### src/rtl/regfile_wb_arbiter.sv
// Round-robin writeback arbiter for the single register-file write port, with a
// pending-write scoreboard that decode uses for RAW hazard detection.
module regfile_wb_arbiter #(
    parameter int unsigned XLEN = 64,
    parameter int unsigned NREG = 32,
    parameter int unsigned AW   = 5
) (
    input  logic            clk,
    input  logic            rst,
    input  logic            a_valid,
    input  logic [AW-1:0]   a_rd,
    input  logic [XLEN-1:0] a_data,
    output logic            a_ready,
    input  logic            b_valid,
    input  logic [AW-1:0]   b_rd,
    input  logic [XLEN-1:0] b_data,
    output logic            b_ready,
    input  logic            issue_valid,
    input  logic [AW-1:0]   issue_rd,
    input  logic [AW-1:0]   chk_rs1,
    input  logic [AW-1:0]   chk_rs2,
    output logic            hazard,
    output logic            RegWrite,
    output logic [AW-1:0]   rd,
    output logic [XLEN-1:0] wrt_data,
    output logic [NREG-1:0] pending,
    output logic            x0_drop
);

    logic            favor_b_q;
    logic            regwrite_q;
    logic [AW-1:0]   rd_q;
    logic [XLEN-1:0] data_q;
    logic [NREG-1:0] pending_q, pending_d;
    logic            x0_drop_q;

    logic            grant_a, grant_b, accept, sel_nonzero;
    logic [AW-1:0]   sel_rd;
    logic [XLEN-1:0] sel_data;

    // Grants depend only on the valids and the pointer, never on the other ready.
    always_comb begin
        grant_a     = !rst && a_valid && (!b_valid || !favor_b_q);
        grant_b     = !rst && b_valid && (!a_valid || favor_b_q);
        accept      = grant_a || grant_b;
        sel_rd      = grant_a ? a_rd : b_rd;
        sel_data    = grant_a ? a_data : b_data;
        sel_nonzero = (sel_rd != '0);
    end

    // Set is applied after clear so a same-cycle issue to the same index wins.
    always_comb begin
        pending_d = pending_q;
        if (accept && sel_nonzero) begin
            pending_d[sel_rd] = 1'b0;
        end
        if (issue_valid && (issue_rd != '0)) begin
            pending_d[issue_rd] = 1'b1;
        end
        pending_d[0] = 1'b0;
    end

    always_ff @(posedge clk) begin
        if (rst) begin
            favor_b_q  <= 1'b0;
            regwrite_q <= 1'b0;
            rd_q       <= '0;
            data_q     <= '0;
            pending_q  <= '0;
            x0_drop_q  <= 1'b0;
        end else begin
            regwrite_q <= accept && sel_nonzero;
            x0_drop_q  <= accept && !sel_nonzero;
            if (accept && sel_nonzero) begin
                rd_q   <= sel_rd;
                data_q <= sel_data;
            end
            if (a_valid && b_valid) begin
                favor_b_q <= grant_a;
            end
            pending_q <= pending_d;
        end
    end

    always_comb begin
        a_ready  = grant_a;
        b_ready  = grant_b;
        hazard   = pending_q[chk_rs1] | pending_q[chk_rs2];
        RegWrite = regwrite_q;
        rd       = rd_q;
        wrt_data = data_q;
        pending  = pending_q;
        x0_drop  = x0_drop_q;
    end

endmodule

### config.mk
export PLATFORM = sky130hd
export DESIGN_NAME = regfile_wb_arbiter
export DESIGN_NICKNAME = d
export VERILOG_FILES = /design/src/rtl/regfile_wb_arbiter.sv
export SDC_FILE = /design/constraint.sdc
export NUM_CORES = 1
export LEC_CHECK = 0
export CORE_MARGIN = 2
export CORE_UTILIZATION = 41
export CTS_CLUSTER_DIAMETER = 60
export DETAILED_ROUTE_END_ITERATION = 10
export PLACE_DENSITY = 0.81
export RECOVER_POWER = 100
export SKIP_LAST_GASP = 1
export SLEW_MARGIN = 20
export SYNTH_ARGS = -nofsm -noshare
export SYNTH_HDL_FRONTEND = slang
export SYNTH_SLANG_ARGS = --single-unit
### constraint.sdc
create_clock -name clk -period 3 [get_ports clk]
set_clock_uncertainty 0.1 [all_clocks]
set_input_delay 0.6 -clock clk [delete_from_list [all_inputs] [get_ports clk]]
set_output_delay 0.6 -clock clk [all_outputs]
set_load 0.05 [all_outputs]
After elaboration in Yosys (flattened, before gate mapping)
Cells that the tools add are included.
{"block": "totals", "wordCells": 49, "reg_bits": 104, "out_inout_bits": 106, "inputBits": 158}
{"block": "classes", "reduce_logical": 20, "muxes": 12, "n_bitwise": 4, "magnitude_cmp": 6}
{"operator": "$mux W32", "count": 2}
{"operator": "$mux W64", "count": 1}
{"operator": "$and A32 B32 Y32", "count": 1}
{"operator": "$not A32 Y32", "count": 1}
{"operator": "$or A32 B32 Y32", "count": 1}
{"operator": "$lt A5 B6 Y1 const B", "count": 4}
{"operator": "$bmux W1 S5", "count": 2}
{"operator": "$demux W1 S5", "count": 2}
{"operator": "$ge A5 B1 Y1 const B", "count": 2}
{"operator": "$logic_and A1 B1 Y1", "count": 10}
{"operator": "$reduce_bool A5 Y1", "count": 2}
{"operator": "$logic_not A1 Y1", "count": 5}
{"operator": "$mux W5", "count": 1}
{"operator": "$mux W1", "count": 4}
{"operator": "$logic_or A1 B1 Y1", "count": 3}
{"operator": "$or A1 B1 Y1", "count": 1}

Longest topological paths before layout
Gate-level depths: netlist (run 1).
{"block": "depth", "depth_word": 13, "ltp_mapped": 8, "ltp_nobuf": 6}

Worst setup path before layout (run 1)
Ideal clock, no wire load.
{"block": "synth_timing", "path_type": "in2out", "startpoint": "input port chk_rs2[2]", "endpoint": "output port hazard", "n_path_buf": 1, "path_slack_ps": -38, "path_stages": 6, "arrival_time_ps": 2338, "required_time_ps": 2300, "path_cell_list": "clkbuf_1 > mux4_2 > mux2i_1 > o22ai_1 > nor3_1 > o2111ai_1"}
{"block": "synth_via", "elab_chain_cells": 3}
{"item": "start: declaration", "line": "21", "rtl": "input logic [AW-1:0] chk_rs2,"}
{"item": "$bmux W1 S5", "line": "88", "rtl": "hazard = pending_q[chk_rs1] | pending_q[chk_rs2];"}
{"item": "$mux W1 (not written as such)", "line": "88"}
{"item": "$or A1 B1 Y1", "line": "88"}
{"item": "end: declaration", "line": "22", "rtl": "output logic hazard,"}
Every way passes these cells. The select of a mux whose other input is x is not followed.

Worst setup path in the final report (run 1)
{"block": "layout_timing", "startpoint": "input port chk_rs1[0]", "endpoint": "output port hazard"}
{"block": "layout_via", "elab_chain_cells": 3}
{"item": "start: declaration", "line": "20", "rtl": "input logic [AW-1:0] chk_rs1,"}
{"item": "$bmux W1 S5", "line": "88"}
{"item": "$mux W1 (not written as such)", "line": "88"}
{"item": "$or A1 B1 Y1", "line": "88"}
Every way passes these cells. The select of a mux whose other input is x is not followed.

==> flow_summary.json, run 1 <==
{
  "status": "finished, final reports clean",
  "antenna_cells": 0,
  "dp.cells": 1024,
  "maxSlewHeadroom_pct": 31.47,
  "clock_sinks": 103,
  "ant_nets": 0,
  "first_pass_iters": 5,
  "synth_mux_area_share_pct": 7.411,
  "cp.required_ns": 2.30,
  "place.gp.congestion": 0.9668,
  "cts_buffer_depth": 2,
  "ys_types": 58,
  "finalWorstSetupSlack_ns": 0.09249,
  "hp-class": "flip-flop to flip-flop",
  "cpPeakStageDelay_ns": 0.49,
  "cts_made_buffers": 9,
  "areaGrowthSynthToFinish_pct": 55.70,
  "syn-cell-area_sq_mm": 0.005470,
  "io_pins": 264,
  "final_util_pct": 64.83,
  "fmax_mhz": 343.9,
  "cp_cell_sequence": "dlygate4sd2_1 > buf_6 > mux4_2 > mux2i_1 > nor3b_2 > nor3_2 > o2111ai_2 > buf_6",
  "path_max_fanout": 7,
  "drc": 0,
  "via_per_inst": 5.780,
  "end_kind": "primary output",
  "die_h_um": 119.5,
  "finalCriticalPeriod_ns": 2.908,
  "finalHoldViolCount": 0,
  "synth_seq_cells": 103,
  "grt_overflow_total": 0,
  "crit_slowest_cell": "mux4_2",
  "grt_pass1_vias": 5847,
  "port_buffers": 262,
  "stdcell_count": 1039,
  "dp_slack_ns": -0.2825,
  "place_area_sq_mm": 0.008325,
  "critical_path_class": "input port to primary output",
  "finalSetupViolations": 0,
  "synth_xor_area_share_pct": 0.1601,
  "dr_total_vias": 6005,
  "crit_arrival_ns": 2.21,
  "drt_iter0_drc": 451,
  "drt_wl_total_um": 19960,
  "netlist_instances": 618,
  "drive_above_1_share_pct": 10.20,
  "grt.total_usage_pct": 28.07,
  "setup_tns_ns": 0,
  "num-fill-cells": 1155,
  "netlist_top_cells_area": "dfxtp_1 (38%), nand2_1 (9.4%), a311oi_2 (8.2%), a21oi_1 (7.6%), mux4_2 (5.8%)",
  "core_area_sq_mm": 0.01314,
  "yosys_warnings": 0,
  "synth_edf_count": 0,
  "syn_area_per_cell_sq_um": 8.852,
  "postLayoutCellArea_sq_mm": 0.008517,
  "tightest_slew_ns": 1.017,
  "ir_drop_v": 0.0002512,
  "clk_latency_ns": 0.34,
  "initial_utilization_pct": 41.64,
  "cts_tree": "built",
  "die_w_um": 119.5,
  "cp-start-kind": "input port",
  "yosys-top-cells-count": "nand2_1 (137), dfxtp_1 (103), a21oi_1 (83)",
  "synth_top_area_cell": "dfxtp_1",
  "routedWlPerCell_um": 19.21,
  "p_per_area_mw_per_mm2": 451.1,
  "grt_pass1_wl_um": 31750,
  "grt_max_degree": 62,
  "yosysSeqAreaShare_pct": 37.69,
  "synth_simple_gate_area_share_pct": 16.08,
  "clockRootBuffer": "clkbuf_16",
  "crit_top_cell": "buf_6",
  "h-tree-depth": 3,
  "core.rowCount": 42,
  "p_leak_nw": 3.288,
  "grt_antenna_before_repair": 0,
  "synth-compound-area-share_pct": 32.53,
  "yosysMostFrequentCell": "nand2_1",
  "synthAdderAreaFrac_pct": 0,
  "synth_flop_cell": "dfxtp_1",
  "slew_violations": 0,
  "drv_cap": 0,
  "clk_pin_slew_ns": 0.07,
  "synth_top_family_by_area": "compound AO/OA/AOI/OAI gates",
  "rsz0062_at_grt": "no",
  "nNetsFinal": 1018,
  "syn_nets": 776,
  "dp_hpwl_um": 14610,
  "die_area_sq_mm": 0.01428,
  "timing.final.crit_share_pct": 96.92,
  "synth-async-reset-ratio_pct": 0,
  "netlist.area_leader.share_pct": 37.69
}
[layout make-up]
class	count	area (sq um)	share of cell area, %
clock inverter	4	72.57	0.8521
clock buffer	10	229.0	2.688
inverter	8	30.03	0.3526
timing repair buffer	290	2903	34.08
multi-input combinational	448	3000	35.23
sequential	103	2062	24.21
tap	176	220.2	2.586
[what timing repair did]
action,in CTS,in global routing
gates cloned,0,0
setup buffers,1,0
gates resized for setup,15,2
hold buffers,0,0
pin swaps,6,0
endpoints found under the setup margin,1,1
[kinds of logic after synthesis]
| kind of cell | Yosys count |
|---|---|
| xor gates and xnor gates | 1 |
| muxes | 22 |
| and+or+nand+nor | 194 |
| AOI/OAI and AO/OA | 230 |
| other | 1 |
| DFF | 103 |
| buffers and inverters | 67 |
[registers in the layout (all words and copies together) (netlist names)]
signal,cells
rd,5
pending,31
favor_b_q,1
x0_drop,1
RegWrite,1
wrt_data,64
[routing by layer]
metal	wire length, um	GRT usage [%]	vias to the layer above
li1	-	-	2829
met1	7669	34.40	2845
met2	9679	45.43	278
met3	1708	7.082	53
met4	900	14.85	0
met5	0	0	-
[per-stage QoR]
step	hold WS (ns)	power, W
2_1_floorplan	0.4400	0.002189
3_3_place_gp	0.3669	0.002687
3_5_place_dp	0.3742	0.002696
4_1_cts	0.3848	0.003922
5_1_grt	0.4143	0.003991
6_report	0.3771	0.003842
[placed cells by master (no fill, tap or decap), drive strengths merged, types with 5 or more instances in the layout]
cell           count
a311oi            64
o311ai            21
buf               30
nand4              5
nand2            139
a211oi             6
dfxtp            103
nor2              11
a21oi             83
o21ai             33
clkbuf            12
mux4              14
mux2i              6
dlygate4sd3      102
clkdlybuf4s50    150
nand3              9
nor2b              5
o31ai              7
inv                8
[where the power goes]
group          total, W  internal [W]  switching, W
Sequential      0.00150       0.00145     0.0000429
Combinational   0.00111      0.000444      0.000669
Clock           0.00123      0.000721      0.000512
Total           0.00384       0.00262       0.00122
[worst max-delay path, delay by kind of cell]
family | cells | cell delay [ns]
and+or+nand+nor | 2 | 0.27
muxes | 2 | 0.66
AOI/OAI and AO/OA | 1 | 0.13
buffers and inverters | 3 | 0.53
[path summary, 6_finish.rpt]
check | startpoint | end | slack, ns | depth (start not counted)
setup / recovery | chk_rs1[0] | hazard | 0.09 | 8
hold / removal | rd[1] | rd[1] | 0.38 | 2
setup reg to reg | favor_b_q | wrt_data[12] | 0.86 | 6
hold reg to reg | rd[1] | rd[1] | 0.38 | 2
(Power assumes the default switching activity.)
==> run 2: changes to the inputs <==
--- a/config.mk
+++ b/config.mk
@@ -5,10 +5,12 @@
 export SDC_FILE = /design/constraint.sdc
 export NUM_CORES = 1
 export LEC_CHECK = 0
+export CAP_MARGIN = 20
 export CORE_MARGIN = 2
 export CORE_UTILIZATION = 41
 export CTS_CLUSTER_DIAMETER = 60
 export DETAILED_ROUTE_END_ITERATION = 10
+export HOLD_SLACK_MARGIN = 0.1
 export PLACE_DENSITY = 0.81
 export RECOVER_POWER = 100
 export SKIP_LAST_GASP = 1
==> results of run 2 <==
Same layout as run 1: the final DEF is identical, and so are final timing and power.
==> run 3: changes to the inputs <==
--- a/config.mk
+++ b/config.mk
@@ -9,6 +9,7 @@
 export CORE_MARGIN = 2
 export CORE_UTILIZATION = 41
 export CTS_CLUSTER_DIAMETER = 60
+export CTS_CLUSTER_SIZE = 14
 export DETAILED_ROUTE_END_ITERATION = 10
 export HOLD_SLACK_MARGIN = 0.1
 export PLACE_DENSITY = 0.81
==> results of run 3 <==
Same layout as run 1: the final DEF is identical, and so are final timing and power.
